File: src/rtl/core_pkg.sv
// Shared types and default cycle constants for the 5-stage core's control logic.
package core_pkg;

  typedef enum logic {
    RUN     = 1'b0,
    MD_BUSY = 1'b1
  } md_state_e;

  typedef struct packed {
    logic en;
    logic clr;
  } stage_ctrl_t;

  localparam int unsigned MULT_CYCLES = 4;
  localparam int unsigned DIV_CYCLES  = 32;

  localparam stage_ctrl_t STAGE_RUN   = '{en: 1'b1, clr: 1'b0};
  localparam stage_ctrl_t STAGE_RESET = '{en: 1'b0, clr: 1'b1};

endpackage

File: src/rtl/md_stall_counter.sv
// Mul/div stall sequencer: counts the remaining EX-stage cycles of a multi-cycle
// operation and pulses md_done_o on the cycle after the stall ends.
module md_stall_counter
  import core_pkg::*;
#(
  parameter int unsigned MultCycles = MULT_CYCLES,
  parameter int unsigned DivCycles  = DIV_CYCLES,
  parameter int unsigned CntWidth   = 8
) (
  input  logic clk_i,
  input  logic rst_ni,
  input  logic start_i,
  input  logic is_div_i,
  input  logic hold_i,
  output logic stall_o,
  output logic md_done_o
);

  // The start cycle itself is a stall cycle, so the counter covers the other N-1.
  localparam logic [CntWidth-1:0] MULT_LOAD = CntWidth'(MultCycles - 1);
  localparam logic [CntWidth-1:0] DIV_LOAD  = CntWidth'(DivCycles - 1);

  md_state_e           state_q, state_d;
  logic [CntWidth-1:0] cnt_q, cnt_d;
  logic                done_d;

  always_ff @(posedge clk_i or negedge rst_ni) begin
    if (!rst_ni) begin
      state_q   <= RUN;
      cnt_q     <= '0;
      md_done_o <= 1'b0;
    end else begin
      state_q   <= state_d;
      cnt_q     <= cnt_d;
      md_done_o <= done_d;
    end
  end

  always_comb begin
    state_d = state_q;
    cnt_d   = cnt_q;
    done_d  = 1'b0;
    if (!hold_i) begin
      unique case (state_q)
        RUN: begin
          if (start_i) begin
            cnt_d   = is_div_i ? DIV_LOAD : MULT_LOAD;
            state_d = MD_BUSY;
          end
        end
        MD_BUSY: begin
          if (cnt_q == CntWidth'(1)) begin
            cnt_d   = '0;
            state_d = RUN;
            done_d  = 1'b1;
          end else begin
            cnt_d = cnt_q - CntWidth'(1);
          end
        end
        default: state_d = RUN;
      endcase
    end
  end

  assign stall_o = (state_q == MD_BUSY) || start_i;

endmodule

File: src/rtl/pipeline_ctrl.sv
// Central hazard controller: prioritises memory wait, mul/div, load-use and
// branch hazards into per-stage enable/clear controls within the same cycle.
module pipeline_ctrl
  import core_pkg::*;
#(
  parameter int unsigned MultCycles = MULT_CYCLES,
  parameter int unsigned DivCycles  = DIV_CYCLES,
  parameter int unsigned MemTimeout = 255,
  parameter int unsigned CntWidth   = 8
) (
  input  logic       clk_i,
  input  logic       rst_ni,
  input  logic [4:0] id_rs_i,
  input  logic [4:0] id_rt_i,
  input  logic       id_use_rs_i,
  input  logic       id_use_rt_i,
  input  logic       id_branch_taken_i,
  input  logic       ex_mem_read_i,
  input  logic [4:0] ex_rt_i,
  input  logic       ex_md_start_i,
  input  logic       ex_md_is_div_i,
  input  logic       mem_req_i,
  input  logic       mem_ready_i,
  output logic       pc_en_o,
  output logic       if_id_en_o,
  output logic       if_id_clr_o,
  output logic       id_ex_en_o,
  output logic       id_ex_clr_o,
  output logic       ex_mem_en_o,
  output logic       ex_mem_clr_o,
  output logic       mem_wb_en_o,
  output logic       mem_wb_clr_o,
  output logic       md_done_o,
  output logic       mem_err_o
);

  logic                mem_wait;
  logic                md_stall;
  logic                load_use;
  logic [CntWidth-1:0] wait_cnt;
  logic [CntWidth-1:0] wait_inc;
  logic                pc_en;
  stage_ctrl_t         if_id, id_ex, ex_mem, mem_wb;

  assign mem_wait = mem_req_i && !mem_ready_i;

  assign load_use = ex_mem_read_i && (ex_rt_i != '0) &&
                    ((id_use_rs_i && (id_rs_i == ex_rt_i)) ||
                     (id_use_rt_i && (id_rt_i == ex_rt_i)));

  md_stall_counter #(
    .MultCycles(MultCycles),
    .DivCycles (DivCycles),
    .CntWidth  (CntWidth)
  ) u_md_stall_counter (
    .clk_i    (clk_i),
    .rst_ni   (rst_ni),
    .start_i  (ex_md_start_i),
    .is_div_i (ex_md_is_div_i),
    .hold_i   (mem_wait),
    .stall_o  (md_stall),
    .md_done_o(md_done_o)
  );

  // Only the highest-priority active hazard shapes the controls; a taken branch
  // is dropped under any stall because ID re-presents it next cycle.
  always_comb begin
    pc_en  = 1'b1;
    if_id  = STAGE_RUN;
    id_ex  = STAGE_RUN;
    ex_mem = STAGE_RUN;
    mem_wb = STAGE_RUN;
    if (!rst_ni) begin
      pc_en  = 1'b0;
      if_id  = STAGE_RESET;
      id_ex  = STAGE_RESET;
      ex_mem = STAGE_RESET;
      mem_wb = STAGE_RESET;
    end else if (mem_wait) begin
      pc_en      = 1'b0;
      if_id.en   = 1'b0;
      id_ex.en   = 1'b0;
      ex_mem.en  = 1'b0;
      mem_wb.clr = 1'b1;
    end else if (md_stall) begin
      pc_en      = 1'b0;
      if_id.en   = 1'b0;
      id_ex.en   = 1'b0;
      ex_mem.clr = 1'b1;
    end else if (load_use) begin
      pc_en     = 1'b0;
      if_id.en  = 1'b0;
      id_ex.clr = 1'b1;
    end else if (id_branch_taken_i) begin
      if_id.clr = 1'b1;
    end
  end

  assign pc_en_o      = pc_en;
  assign if_id_en_o   = if_id.en;
  assign if_id_clr_o  = if_id.clr;
  assign id_ex_en_o   = id_ex.en;
  assign id_ex_clr_o  = id_ex.clr;
  assign ex_mem_en_o  = ex_mem.en;
  assign ex_mem_clr_o = ex_mem.clr;
  assign mem_wb_en_o  = mem_wb.en;
  assign mem_wb_clr_o = mem_wb.clr;

  assign wait_inc = (wait_cnt == '1) ? wait_cnt : wait_cnt + CntWidth'(1);

  always_ff @(posedge clk_i or negedge rst_ni) begin
    if (!rst_ni) begin
      wait_cnt  <= '0;
      mem_err_o <= 1'b0;
    end else if (mem_wait) begin
      wait_cnt <= wait_inc;
      if (32'(wait_inc) >= MemTimeout) begin
        mem_err_o <= 1'b1;
      end
    end else begin
      wait_cnt <= '0;
    end
  end

endmodule

File: config.mk
export PLATFORM = sky130hd
export DESIGN_NAME = pipeline_ctrl
export DESIGN_NICKNAME = d
export VERILOG_FILES = /design/src/rtl/core_pkg.sv /design/src/rtl/md_stall_counter.sv /design/src/rtl/pipeline_ctrl.sv
export SDC_FILE = /design/constraint.sdc
export NUM_CORES = 1
export LEC_CHECK = 0
export BUFFER_PORTS_ARGS = -buffer_cell sky130_fd_sc_hd__buf_2
export CORE_MARGIN = 4
export CORE_UTILIZATION = 46
export CTS_CLUSTER_DIAMETER = 50
export DETAILED_ROUTE_END_ITERATION = 10
export PLACE_DENSITY = 0.75
export SYNTH_ARGS = -nofsm -noshare
export SYNTH_HDL_FRONTEND = slang
export SYNTH_SLANG_ARGS = --single-unit
export TNS_END_PERCENT = 100
File: constraint.sdc
create_clock -name clk_i -period 1.73 [get_ports clk_i]
set_clock_uncertainty 0.15 [all_clocks]
set_input_delay 0.173 -clock clk_i [delete_from_list [all_inputs] [get_ports clk_i]]
set_output_delay 0.173 -clock clk_i [all_outputs]
set_load 0.02 [all_outputs]
==> flow_metrics.tcl <==
set metrics [dict create \
    dr.pass1.iters 4 \
    syn_area_mm2 0.00126 \
    fp.dieArea_mm2 0.00364 \
    worstReg2RegStart "wait_cnt[5]$_DFF_PN0_" \
    synth_top_family_by_area "simple AND/OR/NAND/NOR gates" \
    synth_edf_count 0 \
    status "complete, no violations" \
    p_leak_nw 0.854 \
    end_kind "output pin" \
    finalCriticalPeriod_ns 1.73 \
    clock-sinks 19 \
    whs_endpoint "wait_cnt[4]$_DFF_PN0_" \
    critPathKind "primary input to output pin" \
    vias 1415 \
    first_global_vias 1341 \
    hp-class "primary input to flop" \
    routed_wl_um 3790 \
    wl_per_cell_um 16.1 \
    drive_gt1_share_pct 41.0 \
    cts_tree "done" \
    clk_pin_slew_worst_paths_ns 0.11 \
    ios 36 \
    synth_ff_type "dfrtp_1" \
    clk-insertion-delay-late_ns 0.30 \
    finalSetupTns_ns 0 \
    start_kind "primary input" \
    timing.final.ws_setup_ns 0.00155 \
    fp.dieW_um 60.4 \
    rsz0062_at_grt "yes" \
    min-delay-start "mem_ready_i" \
    hold_viol 0 \
    r2r_cells 6 \
    die_y_um 60.4 \
    peakVddDrop_uv 934 \
    ys_types 40 \
    htreeDepth 1 \
    grt_pass1_wl_um 5720 \
    slew_viol_final 0 \
    power_density_mw_per_mm2 932 \
    synthAdderAreaFrac_pct 2.98 \
    rows 18 \
    start_util_pct 49.6 \
    synthArstFlopShare_pct 100 \
    setup_viol 0 \
    synth_compound_area_share_pct 22.0 \
    cts_buffer_depth 2 \
    drc_errors 0 \
    dp_hpwl_um 2660 \
    synth_nets 173 \
    coreArea_mm2 0.00254 \
    synthSimpleGateAreaFrac_pct 23.1 \
    yosysWarnings 0 \
    vias_per_cell 6.02 \
    seq_area_frac_synth_pct 37.7 \
    overflow 0 \
    slew-limit-headroom_pct 41.3 \
    ys_ff_latch 19 \
    fin_crit_sh_pct 99.9 \
    ant_nets 0 \
    critPathMaxFanout 3 \
    r2r-end "mem_err_o$_DFFE_PN0P_" \
    cts_root_buffer "clkbuf_4" \
    rrSetupSlack_ns 0.01 \
    hold_depth 4 \
    cap_viol_max_count 0 \
    synthToLayoutAreaGrowth_pct 43.2 \
    grt_usage_pct 21.0 \
    arrival_ns 1.41 \
    insertedDiodeCount 0 \
    critPathRequiredTime_ns 1.41 \
    synthMuxAreaShare_pct 0.794 \
    cts-buffers-inserted 3 \
    nNetsFinal 234 \
    synthCells 145 \
    fin_hold_ws_ns 0.0823 \
    synth.avg_cell_area_um2 8.70 \
    worstMarginPinSlew_ns 0.880 \
    synth-xor-area-share_pct 8.33 \
    fmax_mhz 579 \
    first_iter_violations 83 \
    dp_slack_ns -0.0779 \
    antenna_found_initial 0 \
    grt_max_degree 20 \
    gp_congestion 0.849 \
    io_buffers 35 \
]
-- logic make-up (layout without fill, tap and decap cells) --
logic type	Yosys count	in the layout
buffers and inverters	12	71
multiplexers	1	1
flip-flops	19	19
adder cells (fa/ha/maj)	3	3
AO/OA/AOI/OAI	42	43
AND/OR/NAND/NOR	56	56
XOR/XNOR	12	12
-- synth_stat cells, types with 3 or more instances --
master    instances  area share [%]
a211oi_1          3             1.8
a21oi_1           3             1.2
a22o_1            5             3.5
a31oi_1           4             2.0
buf_4             3             1.8
dfrtp_1          19              38
ha_1              3             3.0
inv_1             7             2.1
nand2_1          11             3.3
nand2b_1          3             1.5
nand3_1           5             2.0
nor2_1           13             3.9
nor3_1            8             3.2
nor4_1            4             2.0
o21ai_0          15             6.0
xor2_1           10             6.9
-- cell usage in the layout (no fill, tap or decap), types with 2 or more instances in the layout --
cell and count:
buf_2 30, buf_4 26, dfrtp_1 17, o21ai_0 12, nand2_1 11, nor2_1 10, xor2_1 9, inv_1 7
nand3_1 5, a22o_1 5, nor3_1 4, a31oi_1 4, nand2b_1 3, o21ai_1 3, a211oi_1 3, nor3_2 3
clkbuf_4 3, buf_6 3, nor4_2 2, xnor2_1 2, nor2_2 2, and2_1 2, a31o_4 2, a21oi_1 2
o31ai_1 2, nor4_1 2, ha_1 2, dfrtp_2 2
-- report_power, final --
group | internal [mW] | leakage (nW) | switching, mW | total, mW
logic | 0.370 | 0.591 | 0.405 | 0.774
registers | 0.539 | 0.248 | 0.139 | 0.678
clock network | 0.0897 | 0.0150 | 0.139 | 0.229
total | 0.999 | 0.854 | 0.683 | 1.68
-- area by class of cell --
type	instances	area, um2
well taps	30	37.5
flip-flops and latches	19	478
inverters	7	26.3
multi-input cells	115	846
clock buffers	4	26.3
repair buffers	60	392
fillers	206	739
-- routing by layer --
| metal | GRT usage (%) | part of all wire [%] | wire length [um] | up-vias |
|---|---|---|---|---|
| met5 | 0 | 0 | 0 | - |
| met3 | 3.19 | 8.2 | 310 | 6 |
| met1 | 26.7 | 41 | 1540 | 676 |
| li1 | - | - | - | 654 |
| met2 | 37.5 | 50 | 1880 | 79 |
| met4 | 5.06 | 1.5 | 55 | 0 |
-- stage by stage --
stage	instances	cell area, um2	total power [mW]	util (%)
6_report	235	1810	1.68	70.9
5_1_grt	235	1810	1.79	70.9
3_3_place_gp	224	1600	1.19	62.9
2_1_floorplan	145	1280	1.01	-
3_5_place_dp	224	1600	1.24	62.9
4_1_cts	230	1690	1.50	66.2
-- critical path: stages --
cell and delay [ns]:
buf_2 0.12, or4_1 0.53, o21ai_2 0.14, a21oi_2 0.07, a31o_2 0.25, buf_6 0.13
-- worst max path at each step --
| stage | depth (start not counted) | slack [ns] | endpoint | start |
|---|---|---|---|---|
| 6_report | 6 | 0.002 | id_ex_clr_o | ex_rt_i[1] |
| 5_1_grt | 7 | -0.07 | id_ex_clr_o | id_rt_i[0] |
| 4_1_cts | 7 | 0.003 | id_ex_clr_o | id_rt_i[0] |
| 3_5_place_dp | 7 | -0.08 | id_ex_clr_o | ex_rt_i[3] |
| 3_3_place_gp | 6 | -0.04 | id_ex_clr_o | ex_rt_i[1] |
| 2_1_floorplan | 4 | 0.003 | if_id_clr_o | ex_rt_i[1] |
-- flip-flops by register name, indices dropped and copies added, names as in the netlist --
signal                        cells
u_md_stall_counter.md_done_o      1
wait_cnt                          8
u_md_stall_counter.cnt_q          8
mem_err_o                         1
u_md_stall_counter.state_q        1
-- what timing repair did --
| action | CTS | global route |
|---|---|---|
| gates resized for setup | 15 | 14 |
| setup endpoints to repair | 5 | 15 |
| setup buffers | 1 | 4 |
| endpoints found under the hold margin | 19 | 0 |
| hold buffers | 1 | 0 |
| pin swaps | 7 | 9 |
| gates cloned | 0 | 1 |
No activity file was read; power rests on OpenSTA's default activity.
